**src/rtl/mul_issue_queue_pkg.sv**
```systemverilog
// -----------------------------------------------------------------------------
// mul_issue_queue_pkg
//   Shared types for the M-extension multiply dispatch path.
//   - mul_ops_e      : multiply operation selector (shared with the multiplier)
//   - fu_state_e     : functional-unit busy/free status (shared with the multiplier)
//   - mul_iq_state_e : issue-queue control FSM states
//   - mul_iq_entry_s : one buffered multiply op {rs1, rs2, op, rd}
//   The entry struct is sized from MUL_XLEN / MUL_REG_W, so the top-level
//   XLEN / REG_W parameters are expected to keep their default values.
// -----------------------------------------------------------------------------
package mul_issue_queue_pkg;

  localparam int MUL_XLEN  = 32;
  localparam int MUL_REG_W = 5;

  typedef enum logic [1:0] {
    MUL_,
    MULH_,
    MULHSU_,
    MULHU_
  } mul_ops_e;

  typedef enum logic {
    FREE,
    BUSY
  } fu_state_e;

  typedef enum logic [1:0] {
    IDLE,
    ISSUE,
    WAIT,
    WB
  } mul_iq_state_e;

  typedef struct packed {
    logic [MUL_XLEN-1:0]  rs1;
    logic [MUL_XLEN-1:0]  rs2;
    mul_ops_e             op;
    logic [MUL_REG_W-1:0] rd;
  } mul_iq_entry_s;

  // Any product with a zero operand is zero regardless of signedness or
  // which half is requested.
  function automatic logic has_zero_operand(input mul_iq_entry_s entry);
    return (entry.rs1 == '0) || (entry.rs2 == '0);
  endfunction

endpackage

```
**src/rtl/mul_iq_fifo.sv**
```systemverilog
// -----------------------------------------------------------------------------
// mul_iq_fifo
//   Synchronous FIFO of mul_iq_entry_s with a combinational head view.
//   Ports:
//     clk_i, rst_i   clock, synchronous active-high reset
//     push_i         write push_data_i (ignored when full)
//     push_data_i    entry to enqueue
//     pop_i          drop the head entry (ignored when empty)
//     head_o         current head entry (valid while !empty_o)
//     full_o         occupancy == DEPTH
//     empty_o        occupancy == 0
//     count_o        occupancy, 0..DEPTH
//   DEPTH must be a power of two so the pointers wrap naturally.
// -----------------------------------------------------------------------------
module mul_iq_fifo
  import mul_issue_queue_pkg::*;
#(
  parameter int DEPTH = 4
) (
  input  logic                   clk_i,
  input  logic                   rst_i,
  input  logic                   push_i,
  input  mul_iq_entry_s          push_data_i,
  input  logic                   pop_i,
  output mul_iq_entry_s          head_o,
  output logic                   full_o,
  output logic                   empty_o,
  output logic [$clog2(DEPTH):0] count_o
);

  localparam int PTR_W = $clog2(DEPTH);
  localparam int CNT_W = PTR_W + 1;
  localparam logic [CNT_W-1:0] FULL_CNT = CNT_W'(DEPTH);

  mul_iq_entry_s    mem [DEPTH];
  logic [PTR_W-1:0] wr_ptr_q;
  logic [PTR_W-1:0] rd_ptr_q;
  logic [CNT_W-1:0] count_q;
  logic             do_push;
  logic             do_pop;

  assign full_o  = (count_q == FULL_CNT);
  assign empty_o = (count_q == '0);
  assign do_push = push_i & ~full_o;
  assign do_pop  = pop_i & ~empty_o;
  assign head_o  = mem[rd_ptr_q];
  assign count_o = count_q;

  // Pointer and occupancy bookkeeping; a simultaneous push and pop leaves
  // the count untouched.
  always_ff @(posedge clk_i) begin
    if (rst_i) begin
      wr_ptr_q <= '0;
      rd_ptr_q <= '0;
      count_q  <= '0;
    end else begin
      if (do_push) begin
        wr_ptr_q <= wr_ptr_q + 1'b1;
      end
      if (do_pop) begin
        rd_ptr_q <= rd_ptr_q + 1'b1;
      end
      case ({do_push, do_pop})
        2'b10:   count_q <= count_q + 1'b1;
        2'b01:   count_q <= count_q - 1'b1;
        default: count_q <= count_q;
      endcase
    end
  end

  // Storage needs no reset: entries are only read once the count says they
  // were written.
  always_ff @(posedge clk_i) begin
    if (do_push) begin
      mem[wr_ptr_q] <= push_data_i;
    end
  end

endmodule

```
**src/rtl/mul_issue_queue.sv**
```systemverilog
// -----------------------------------------------------------------------------
// mul_issue_queue
//   Dispatch stage in front of the iterative multiply unit. Buffers decoded
//   multiply ops, issues one at a time by gating the multiplier clock enable,
//   holds the operands steady while it iterates, captures the result and
//   offers it to writeback over a valid/ready handshake.
//   Ports:
//     clk_i, rst_i             clock, synchronous active-high reset
//     in_valid_i/in_ready_o    decode handshake (ready = queue not full)
//     in_rs1_i, in_rs2_i       operands of the offered op
//     in_op_i, in_rd_i         operation and destination register
//     mul_multiplier_o         -> multiplier multiplier_i
//     mul_multiplicand_o       -> multiplier multiplicand_i
//     mul_op_o                 -> multiplier operation_i
//     mul_clk_en_o             -> multiplier clk_en_i
//     mul_state_i              <- multiplier fu_state_o
//     mul_result_i             <- multiplier result_o
//     wb_valid_o/wb_ready_i    writeback handshake
//     wb_data_o, wb_rd_o       result and destination tag
//     count_o                  queue occupancy
//   Optional build macro:
//     MUL_ZERO_BYPASS_EN       ops with a zero operand skip the multiplier and
//                              go straight to writeback with a zero result.
// -----------------------------------------------------------------------------
module mul_issue_queue
  import mul_issue_queue_pkg::*;
#(
  parameter int XLEN  = MUL_XLEN,
  parameter int DEPTH = 4,
  parameter int REG_W = MUL_REG_W
) (
  input  logic                   clk_i,
  input  logic                   rst_i,
  input  logic                   in_valid_i,
  output logic                   in_ready_o,
  input  logic [XLEN-1:0]        in_rs1_i,
  input  logic [XLEN-1:0]        in_rs2_i,
  input  mul_ops_e               in_op_i,
  input  logic [REG_W-1:0]       in_rd_i,
  output logic [XLEN-1:0]        mul_multiplier_o,
  output logic [XLEN-1:0]        mul_multiplicand_o,
  output mul_ops_e               mul_op_o,
  output logic                   mul_clk_en_o,
  input  fu_state_e              mul_state_i,
  input  logic [XLEN-1:0]        mul_result_i,
  output logic                   wb_valid_o,
  input  logic                   wb_ready_i,
  output logic [XLEN-1:0]        wb_data_o,
  output logic [REG_W-1:0]       wb_rd_o,
  output logic [$clog2(DEPTH):0] count_o
);

  mul_iq_entry_s    push_entry;
  mul_iq_entry_s    head_entry;
  mul_iq_entry_s    issue_q;
  logic             fifo_push;
  logic             fifo_pop;
  logic             fifo_full;
  logic             fifo_empty;
  mul_iq_state_e    state_q;
  mul_iq_state_e    state_d;
  logic             capture;
  logic             bypass;
  logic             wb_valid_q;
  logic [XLEN-1:0]  wb_data_q;
  logic [REG_W-1:0] wb_rd_q;

  assign push_entry = '{rs1: in_rs1_i, rs2: in_rs2_i, op: in_op_i, rd: in_rd_i};
  assign in_ready_o = ~fifo_full;
  assign fifo_push  = in_valid_i & ~fifo_full;

  mul_iq_fifo #(
    .DEPTH(DEPTH)
  ) u_fifo (
    .clk_i      (clk_i),
    .rst_i      (rst_i),
    .push_i     (fifo_push),
    .push_data_i(push_entry),
    .pop_i      (fifo_pop),
    .head_o     (head_entry),
    .full_o     (fifo_full),
    .empty_o    (fifo_empty),
    .count_o    (count_o)
  );

  // The issue register feeds the multiplier directly; its high-half mux reads
  // these combinationally, so they must not move until the result is captured.
  assign mul_multiplier_o   = issue_q.rs1;
  assign mul_multiplicand_o = issue_q.rs2;
  assign mul_op_o           = issue_q.op;

  assign wb_valid_o = wb_valid_q;
  assign wb_data_o  = wb_data_q;
  assign wb_rd_o    = wb_rd_q;

  // Control state register.
  always_ff @(posedge clk_i) begin
    if (rst_i) begin
      state_q <= IDLE;
    end else begin
      state_q <= state_d;
    end
  end

  // Next-state, pop and clock-enable decode. A pop only happens from IDLE or
  // on a writeback handshake, so at most one op is ever in flight and nothing
  // issues while a result is still waiting to be consumed.
  always_comb begin
    state_d      = state_q;
    fifo_pop     = 1'b0;
    mul_clk_en_o = 1'b0;
    capture      = 1'b0;
    bypass       = 1'b0;
    case (state_q)
      IDLE: begin
        if (!fifo_empty) begin
          fifo_pop = 1'b1;
        end
      end
      ISSUE: begin
        mul_clk_en_o = 1'b1;
        state_d      = WAIT;
      end
      WAIT: begin
        // Clocking only while busy lets the multiplier counter wrap back to
        // zero and then hold there once it reports FREE.
        mul_clk_en_o = (mul_state_i == BUSY);
        if (mul_state_i == FREE) begin
          capture = 1'b1;
          state_d = WB;
        end
      end
      WB: begin
        if (wb_ready_i) begin
          if (!fifo_empty) begin
            fifo_pop = 1'b1;
          end else begin
            state_d = IDLE;
          end
        end
      end
      default: state_d = IDLE;
    endcase

    if (fifo_pop) begin
`ifdef MUL_ZERO_BYPASS_EN
      if (has_zero_operand(head_entry)) begin
        bypass  = 1'b1;
        state_d = WB;
      end else begin
        state_d = ISSUE;
      end
`else
      state_d = ISSUE;
`endif
    end
  end

  // Issue and writeback registers. A bypassed op never touches the issue
  // register, so the multiplier inputs stay put while it is skipped.
  always_ff @(posedge clk_i) begin
    if (rst_i) begin
      issue_q    <= '0;
      wb_valid_q <= 1'b0;
      wb_data_q  <= '0;
      wb_rd_q    <= '0;
    end else begin
      if (fifo_pop && !bypass) begin
        issue_q <= head_entry;
      end
      if (capture) begin
        wb_valid_q <= 1'b1;
        wb_data_q  <= mul_result_i;
        wb_rd_q    <= issue_q.rd;
      end else if (bypass) begin
        wb_valid_q <= 1'b1;
        wb_data_q  <= '0;
        wb_rd_q    <= head_entry.rd;
      end else if ((state_q == WB) && wb_ready_i) begin
        wb_valid_q <= 1'b0;
      end
    end
  end

endmodule

```
**config.mk**
```make
export PLATFORM = sky130hd
export DESIGN_NAME = mul_issue_queue
export DESIGN_NICKNAME = d
export VERILOG_FILES = /design/src/rtl/mul_issue_queue_pkg.sv /design/src/rtl/mul_iq_fifo.sv /design/src/rtl/mul_issue_queue.sv
export SDC_FILE = /design/constraint.sdc
export NUM_CORES = 1
export LEC_CHECK = 0
export BUFFER_PORTS_ARGS = -buffer_cell sky130_fd_sc_hd__buf_4
export CORE_ASPECT_RATIO = 1.75
export CORE_MARGIN = 5
export CORE_UTILIZATION = 51
export DETAILED_ROUTE_END_ITERATION = 8
export GPL_TIMING_DRIVEN = 0
export PLACE_DENSITY_LB_ADDON = 0.2
export RECOVER_POWER = 100
export SYNTH_ARGS = -nofsm -noshare
export SYNTH_HDL_FRONTEND = slang
export SYNTH_SLANG_ARGS = --single-unit
export TNS_END_PERCENT = 30
```
**constraint.sdc**
```tcl
create_clock -name clk_i -period 3.16 [get_ports clk_i]
set_clock_uncertainty 0.2 [all_clocks]
set_input_delay 0.948 -clock clk_i [delete_from_list [all_inputs] [get_ports clk_i]]
set_output_delay 0.948 -clock clk_i [all_outputs]
set_load 0.05 [all_outputs]
```
# Word level (Yosys, flattened, before mapping)
# Memory sizes are Yosys's and may differ from the RTL's. A register that Yosys moved wholly into a read port is not among the register bits.
# Cells that the tools add are included.
dict set report totals {
  out_inout_bits 109
  in_bits 108
  memories 1
  wordCells 56
  ram_bits 284
  ff_bits 47
}
# name words word_bits read_ports rd_ports_with_merged_regs write_ports line_no
set mem_list {}
lappend mem_list {u_fifo.mem 4 71 1 1 1 mul_iq_fifo.sv:35} ;# mul_iq_entry_s mem [DEPTH];
dict set report op_classes {
  eq_ne 12
  reduce_logical 10
  bitwise_logic 5
  add_sub_neg 4
  muxes 16
}
# op n
set ops {}
lappend ops {{two-way mux 1 bit} 9}
lappend ops {{inequality test 3 x 2 -> 1 bit, second input constant} 3}
lappend ops {{AND reduction 4 bit} 2}
lappend ops {{== test 2 bit, second input constant} 3}
lappend ops {{two-way mux 2 bit} 3}
lappend ops {{inequality test 2 bit, second input constant} 3}
lappend ops {{one-hot mux 2 bit (3 select lines)} 1}
lappend ops {{one-hot mux 3 bit (2 select lines)} 1}
lappend ops {{adder 2 x 1 -> 2 bit, second input constant} 2}
lappend ops {{== test 2 x 1 -> 1 bit, second input constant} 2}
lappend ops {{one-hot mux 1 bit (2 select lines)} 2}
lappend ops {{nonzero test 2 bit} 2}
lappend ops {{nonzero test 4 bit} 1}
lappend ops {{adder 3 x 1 -> 3 bit, second input constant} 1}
lappend ops {{AND 1 bit} 3}
lappend ops {{== test 3 bit, second input constant} 1}
lappend ops {{logical NOT 3 bit} 1}
lappend ops {{nonzero test 3 bit} 1}
lappend ops {{subtractor 3 x 1 -> 3 bit, second input constant} 1}
lappend ops {{logical NOT 2 bit} 1}
lappend ops {{NOT 1 bit} 2}
lappend ops {{OR reduction 2 bit} 1}
lappend ops {{logical AND 1 bit} 1}

# Logic depth before layout (Yosys ltp)
# Gate-level depths: netlist (run 1).
dict set report depth {
  depth_word 7
  depth_mapped 10
  depth_no_buf 10
}

# Cells and area by module
# From an unflattened synthesis (run 1), not the netlist that was laid out.
dict set report unflattened {
  cells_unflattened 1005
  hier_area_um2 15467.3
}
# mod seq_area_each_um2 cells_each n_inst area_each_um2
set by_module_without_submodules {}
lappend by_module_without_submodules {mul_iq_fifo 8708.4 425 1 10796.6}
lappend by_module_without_submodules {mul_issue_queue 2222.1 580 1 4670.7}

# Worst setup path after synthesis (run 1)
# Ideal clock, no wire load.
dict set report synth_path {
  path_kind {register -> register}
  startpoint {register u_fifo.count_q[0], in the netlist u_fifo.count_o[0]}
  endpoint {memory u_fifo.mem[0][0] (netlist bit) (enable)}
  required_ns 2.523
  t_arrival_ns 3.079
  path_slack_ns -0.556
  setup_time_ns 0.437
  period_less_slack_ns 3.716
  path_stages_with_launch 3
  path_buffers 0
  cell_sequence {dfxtp_1 > or3b_1 > and3_1}
}
dict set report synth_via {
  elab_chain_cells 6
}
# item line_no
set synth_rtl {}
lappend synth_rtl {{start, declared} mul_iq_fifo.sv:38} ;# logic [CNT_W-1:0] count_q;
lappend synth_rtl {{start signal, assigned} mul_iq_fifo.sv:64} ;# 2'b10: count_q <= count_q + 1'b1;
lappend synth_rtl {{start signal, assigned} mul_iq_fifo.sv:65} ;# 2'b01: count_q <= count_q - 1'b1;
lappend synth_rtl {{start signal, assigned} mul_iq_fifo.sv:66} ;# default: count_q <= count_q;
lappend synth_rtl {{== test 3 bit *} mul_iq_fifo.sv:42} ;# assign full_o = (count_q == FULL_CNT);
lappend synth_rtl {{NOT 1 bit *} n/a}
lappend synth_rtl {{named net in_ready_o} mul_issue_queue.sv:35} ;# output logic in_ready_o,
lappend synth_rtl {{AND 1 bit} mul_issue_queue.sv:70} ;# assign fifo_push = in_valid_i & ~fifo_full;
lappend synth_rtl {{AND 1 bit *} mul_iq_fifo.sv:44} ;# assign do_push = push_i & ~full_o;
lappend synth_rtl {{two-way mux 1 bit *} mul_iq_fifo.sv:74} ;# if (do_push) begin
lappend synth_rtl {{two-way mux 1 bit (implied by the code) *} mul_iq_fifo.sv:75} ;# mem[wr_ptr_q] <= push_data_i;
lappend synth_rtl {{end, declared} mul_iq_fifo.sv:35}
# Mark *: on every way through the listed nets, which the timed path passes. The rest lies on a longest branch.

# Worst setup path after layout (run 1)
dict set report layout_path {
  startpoint {register state_q[0]}
  endpoint {output port mul_clk_en_o}
}
dict set report layout_via {
  elab_chain_cells 2
  word_cells_on_any_way 3
  cone_classes {2 x eq/ne; 1 x mux}
}
# item line_no
set layout_rtl {}
lappend layout_rtl {{start, declared} mul_issue_queue.sv:60} ;# mul_iq_state_e state_q;
lappend layout_rtl {{start signal, assigned} mul_issue_queue.sv:101} ;# state_q <= state_d;
lappend layout_rtl {{== test 2 bit / == test 2 x 1 -> 1 bit (equally long branches)} mul_issue_queue.sv:114} ;# case (state_q)
lappend layout_rtl {{one-hot mux 1 bit (2 select lines) *} mul_issue_queue.sv:114}
lappend layout_rtl {{end, declared} mul_issue_queue.sv:43} ;# output logic mul_clk_en_o,
# Mark *: on every way between the ends. The rest lies on a longest branch, timed or not.

==> metrics.md, run 1 <==
| Metric | Value |
|---|---|
| Number of synthesis warnings | `0` |
| Crit Path Class | `register to output port` |
| Final hold viol count | `0` |
| CP bufs+invs | `2` |
| R2R Setup Slk | `0.28 ns` |
| Unrepaired setup endpoints after global routing | `false` |
| DRT Pass-1 Iters | `4` |
| Cts repair resizes | `0` |
| Routed WL per cell | `20.3 µm` |
| CP Cell Sequence | `inv_1 > ha_1 > and2_0 > o21a_1 > buf_4` |
| # nets final | `1205` |
| H-tree level count | `2` |
| Max-slew violations | `26` |
| Syn nets | `947` |
| Crit-path leading delay family | `flip-flops` |
| HP Start | `wb_data_o[15]` |
| FMAX | `333 MHz` |
| Top cell type's share of synthesized area | `57.4%` |
| Post-route cell area | `17600 µm²` |
| Critical Path AT | `1.85 ns` |
| Initial DRC count | `282` |
| Pin count of the biggest net entering global routing | `54` |
| Async SR Flop Fraction | `0%` |
| Reg-to-Reg Start | `state_q[0]` |
| CTS Buffer Depth | `3` |
| Area grow syn2layout | `18.2%` |
| Most common cell in the netlist | `edfxtp_1` |
| First-pass GRT wire length | `46500 µm` |
| Min-Delay Path Depth | `2` |
| TritonCTS Buffers | `36` |
| Power Dens Cells | `917 nW/µm²` |
| Critical Path Max Stage Delay | `0.40 ns` |
| Fin crit period | `3.00 ns` |
| Fraction of layout cells with a size suffix above 1 | `28.8%` |
| Fin crit share | `94.9%` |
| Violated checks | `capacitance limit, slew limit` |
| Starting density of the core | `51.8%` |
| CP max-delay cell | `dfxtp_1` |
| VDD IR-drop max | `0.593 mV` |
| Post-CTS Setup Inserts | `0` |
| Max-slew headroom | `-3.90%` |
| Syn Area/Cell | `17.9 µm²` |
| Min-Delay Endpoint | `wb_data_o[15]` |
| CTS clk-pin slew, worst paths | `0.07 ns` |
| Post-synth top area cell | `edfxtp_1` |
| HPWL after DPL | `19700 µm` |
| Crit path required time | `2.01 ns` |
| Ys flop type | `edfxtp_1` |
| Status | `complete, but fails checks` |
| Yosys reg bits | `402` |
| CP Capture Type | `output port` |
| Max-cap viol count | `1` |
| GR Overflow Total | `0` |
| Filler instances | `2298` |
| Hold-fix buffers, CTS | `0` |
| Die width | `139 µm` |
| Vias per cell | `5.25` |
| Root Buffer | `clkbuf_16` |
| Placed insts | `1427` |
| Post-Layout Cell Count | `1497` |
| Total Routing Usage GR | `18.3%` |
| Worst-skew pair later-pin latency | `0.53 ns` |
| Finished Core Util | `61.2%` |
| Core area | `28700 µm²` |
| Reg-to-reg endpoint | `u_fifo.count_o[2]` |
| Post-route ant nets | `0` |
| Yosys cell types | `37` |
| Die Y | `236 µm` |
| Mapped Cells | `829` |
| Synth top area cells | `edfxtp_1 (57%), dfxtp_1 (16%), mux4_2 (11%)` |
| Number of antenna violations at the first check in global routing | `7` |
| Worst Tran Pin Value | `1.56 ns` |
| Crit path launch type | `register` |
| Static Leak | `6.00 nW` |
| Core Rows | `82` |
| # setup viols final | `0` |
| Vias | `7858` |
| DRC | `0` |
| Seq/Total Area, Yosys | `73.2%` |
| Vias in the first global route | `8292` |
| Mapped cell area | `14900 µm²` |
| Worst min-delay path category | `register to register` |
| Gp weighted congestion | `0.825` |
| Clk sink count | `402` |
| Commonest cells in the netlist | `edfxtp_1 (284), dfxtp_1 (118), nand2_1 (79), mux4_2 (71), buf_4 (67)` |
| Dpl cell area | `17100 µm²` |
| CTS tree | `done` |
| EDFF count, synth | `284` |
| I/O Buffers | `216` |
| Crit-path max FO | `4` |
| Worst R2R Path Depth | `9` |
| Io pins | `217` |
| Routed wire length | `30400 µm` |
| Die area | `32800 µm²` |
-- cell families (layout without fill, tap and decap cells) --
group,after synthesis,in the layout,share of synthesized area (%)
compound gates,120,120,6.50
xor+xnor,5,5,0.295
fa+ha+maj,10,10,0.892
buf+inv,118,403,5.16
flops,402,402,73.2
mux,71,71,10.8
other cells,0,5,0
simple gates,103,103,3.16
-- power breakdown --
group | switching, mW | internal (mW)
clock | 1.85 | 2.61
sequential | 0.359 | 6.57
combinational | 3.06 | 1.67
total | 5.26 | 10.9
-- routing by layer --
layer / vias up / routed length [µm] / track usage [%]
met5: - / 38 / 0
met4: 6 / 748 / 6.29
met3: 54 / 1570 / 4.03
met2: 223 / 16400 / 33.7
met1: 3917 / 11600 / 20.9
li1: 3658 / - / -
-- how the worst max path moves through the flow --
stage / start / to / depth (start not counted)
3_5_place_dp: wb_ready_i / u_fifo.count_o[2] / 9
2_1_floorplan: u_fifo.count_o[0] / u_fifo.mem[2][0] / 2
6_report: state_q[0] / mul_clk_en_o / 5
4_1_cts: state_q[0] / mul_clk_en_o / 5
5_1_grt: state_q[0] / mul_clk_en_o / 5
3_3_place_gp: in_valid_i / u_fifo.mem[2][58] / 2
-- cells in the final DEF, fill, tap and decap left out, types with 12 or more instances in the layout --
cell type and n:
a21oi_1 41, a22o_1 12, a22o_2 59, buf_4 103
clkbuf_1 203, clkbuf_16 38, dfxtp_1 118, edfxtp_1 284
mux4_2 71, nand2_1 79
-- per-stage QoR --
step | power, mW | setup TNS (ns) | hold slack, ns | setup WS [ns]
global placement | 12.2 | -272.82 | 0.241 | -1.72
global route | 16.8 | 0 | 0.275 | 0.0672
CTS | 16.8 | 0 | 0.256 | 0.181
detailed placement | 12.3 | 0 | 0.246 | 0.211
finish | 16.1 | 0 | 0.253 | 0.161
floorplan | 10.8 | -78.88 | 0.232 | -0.555
-- sequential cells by signal, indices dropped and copies added (netlist names), 3 cells and up --
| name | flops |
|---|---|
| u_fifo.mem | 284 |
| mul_multiplicand_o | 32 |
| mul_multiplier_o | 32 |
| wb_data_o | 32 |
| issue_q | 5 |
| wb_rd_o | 5 |
| u_fifo.count_o | 3 |
-- tightest hold or removal path, stage by stage, from the launching register on --
cell and delay [ns]:
dfxtp_1 0.31, nand2_1 0.05, a21oi_1 0.05
-- final cells by class --
cell class	count	area (µm²)	share of cell area (%)
repair buffers	220	1020	5.83
plain buffers	109	726	4.13
flip-flops and latches	402	10900	61.9
diodes	5	12.5	0.0712
multi-input cells	309	3200	18.2
clock inverters	17	201	1.15
inverters	9	33.8	0.192
clock buffers	48	1020	5.79
well taps	378	473	2.69
Power figures use the tool's default switching activity.
==> run 2: changes to the inputs <==
--- a/config.mk
+++ b/config.mk
@@ -6,9 +6,11 @@
 export NUM_CORES = 1
 export LEC_CHECK = 0
 export BUFFER_PORTS_ARGS = -buffer_cell sky130_fd_sc_hd__buf_4
+export CELL_PAD_IN_SITES_DETAIL_PLACEMENT = 1
+export CELL_PAD_IN_SITES_GLOBAL_PLACEMENT = 1
 export CORE_ASPECT_RATIO = 1.75
 export CORE_MARGIN = 5
-export CORE_UTILIZATION = 51
+export CORE_UTILIZATION = 43
 export DETAILED_ROUTE_END_ITERATION = 8
 export GPL_TIMING_DRIVEN = 0
 export PLACE_DENSITY_LB_ADDON = 0.2
==> metrics.md, run 2 (synthesis results as in run 1) <==
| Metric | Value |
|---|---|
| CTS Buffer Depth | `3 (unchanged)` |
| Crit path launch type | `register (unchanged)` |
| GR Overflow Total | `0 (unchanged)` |
| Fin crit share | `94.1% (was 94.9%)` |
| Max-slew violations | `0 (was 26)` |
| # nets final | `1206 (was 1205)` |
| Core area | `34300 µm² (was 28700 µm²)` |
| Die width | `151 µm (was 139 µm)` |
| Max-cap viol count | `0 (was 1)` |
| Worst min-delay path category | `register to register (unchanged)` |
| Met3 usage | `3.53% (was 4.03%)` |
| Worst-skew pair later-pin latency | `0.51 ns (was 0.53 ns)` |
| DRC | `0 (unchanged)` |
| Root Buffer | `clkbuf_16 (unchanged)` |
| Number of antenna violations at the first check in global routing | `3 (was 7)` |
| CTS clk-pin slew, worst paths | `0.06 ns (was 0.07 ns)` |
| Critical Path AT | `1.83 ns (was 1.85 ns)` |
| CTS tree | `done (unchanged)` |
| Hold-fix buffers, CTS | `0 (unchanged)` |
| Vias per cell | `5.01 (was 5.25)` |
| Max-slew headroom | `15.8% (was -3.90%)` |
| # setup viols final | `0 (unchanged)` |
| DRT Pass-1 Iters | `4 (unchanged)` |
| Tot Pwr | `16.1 mW (about the same)` |
| Met1 Use GR | `18.6% (was 20.9%)` |
| Crit Path Class | `register to output port (unchanged)` |
| CP Capture Type | `output port (unchanged)` |
| Pin count of the biggest net entering global routing | `43 (was 54)` |
| Static Leak | `5.98 nW (was 6.00 nW)` |
| Commonest non-fill, non-tap cell in the layout | `edfxtp_1 (unchanged)` |
| Largest reg by FF count | `u_fifo.mem (unchanged)` |
| Diodes inserted | `0 (was 5)` |
| Die area | `38500 µm² (was 32800 µm²)` |
| HPWL after DPL | `22400 µm (was 19700 µm)` |
| Post-route ant nets | `0 (unchanged)` |
| I/O Buffers | `216 (unchanged)` |
| Finished Core Util | `51.3% (was 61.2%)` |
| Max reg flops | `284 (unchanged)` |
| Power Dens Cells | `915 nW/µm² (was 917 nW/µm²)` |
| Fraction of layout cells with a size suffix above 1 | `28.6% (was 28.8%)` |
| TritonCTS Buffers | `37 (was 36)` |
| FMAX | `336 MHz (was 333 MHz)` |
| Placed insts | `1509 (was 1427)` |
| Post-CTS Setup Inserts | `0 (unchanged)` |
| Total Routing Usage GR | `17.2% (was 18.3%)` |
| Layer with the highest usage | `met2 (unchanged)` |
| Status | `finished clean (was complete, but fails checks)` |
| Core Rows | `90 (was 82)` |
| Area grow syn2layout | `18.5% (was 18.2%)` |
| VDD IR-drop max | `0.636 mV (was 0.593 mV)` |
| Vias | `7879 (was 7858)` |
| Cts repair resizes | `0 (unchanged)` |
| Die Y | `256 µm (was 236 µm)` |
| Starting density of the core | `43.3% (was 51.8%)` |
| Fin crit period | `2.98 ns (was 3.00 ns)` |
| Crit path required time | `2.01 ns (about the same)` |
| Unrepaired setup endpoints after global routing | `false (unchanged)` |
| Crit-path max FO | `4 (unchanged)` |
| Most frequent cells in the layout | `edfxtp_1 (284), clkbuf_1 (210), dfxtp_1 (118), buf_4 (103), nand2_1 (79) (was edfxtp_1 (284), clkbuf_1 (203), dfxtp_1 (118), buf_4 (103), nand2_1 (79))` |
| Routed WL per cell | `21.0 µm (was 20.3 µm)` |
| Initial DRC count | `345 (was 282)` |
| M2 GR Usage | `33.0% (was 33.7%)` |
| Clk sink count | `402 (unchanged)` |
| Io pins | `217 (unchanged)` |
| Routed wire length | `33100 µm (was 30400 µm)` |
| H-tree level count | `2 (unchanged)` |
| Worst Tran Pin Value | `1.26 ns (was 1.56 ns)` |
| Post-Layout Cell Count | `1574 (was 1497)` |
| Vias in the first global route | `8840 (was 8292)` |
| First-pass GRT wire length | `50700 µm (was 46500 µm)` |
| Gp weighted congestion | `0.695 (was 0.825)` |
| Final hold viol count | `0 (unchanged)` |
[run 2: cell types whose count changed in the layout (fill, tap and decap cells not counted), sizes merged]
cell	before	now
diode	5	0
clkinvlp	5	2
clkbuf	252	254
buf	125	126
clkinv	6	7
inv	11	10
[run 2: metal layers]
| metal | share of wire [%] | vias up |
|---|---|---|
| met5 | 0.14 | - |
| met4 | 2.3 | 6 |
| met3 | 5.1 | 55 |
| met2 | 56 | 198 |
| met1 | 36 | 3978 |
| li1 | - | 3642 |
[run 2: final timing paths]
path,startpoint,cells past startpoint,end,slack (ns)
hold reg to reg,wb_data_o[10],2,wb_data_o[10],0.25
setup / recovery,state_q[0],5,mul_clk_en_o,0.18
setup reg to reg,state_q[0],9,u_fifo.count_o[2],0.21
hold / removal,wb_data_o[10],2,wb_data_o[10],0.25
[run 2: area by class of cell]
type | instances | area (µm²)
Buffer | 109 | 722
Clock buffer | 51 | 998
Clock inverter | 14 | 183
Fill cell | 3358 | 16700
Inverter | 9 | 33.8
Multi-Input combinational cell | 309 | 3200
Sequential cell | 402 | 10900
Tap cell | 460 | 576
Timing Repair Buffer | 220 | 1020
[run 2: worst max-delay path, stage by stage (launching register included)]
cell and delay (ns):
dfxtp_1 0.40, inv_1 0.09, ha_1 0.22, and2_0 0.23
o21a_1 0.20, buf_4 0.18
[run 2: stage by stage]
| stage | instance area (µm²) | hold WS [ns] | setup slack, ns | setup TNS [ns] |
|---|---|---|---|---|
| after floorplan | 14900 | 0.232 | -0.555 | -78.88 |
| after global placement | 17100 | 0.241 | -1.84 | -297.88 |
| after detailed placement | 17200 | 0.249 | 0.145 | 0 |
| after CTS | 18400 | 0.258 | 0.176 | 0 |
| after global routing | 17600 | 0.279 | 0.0832 | 0 |
| final | 17600 | 0.254 | 0.185 | 0 |
[run 2: report_power, final]
group	internal [mW]	switching (mW)	total, mW	leakage (nW)
logic	1.67	3.09	4.76	1.84
registers	6.58	0.372	6.95	3.57
clock network	2.55	1.87	4.42	0.573
total	10.8	5.33	16.1	5.98
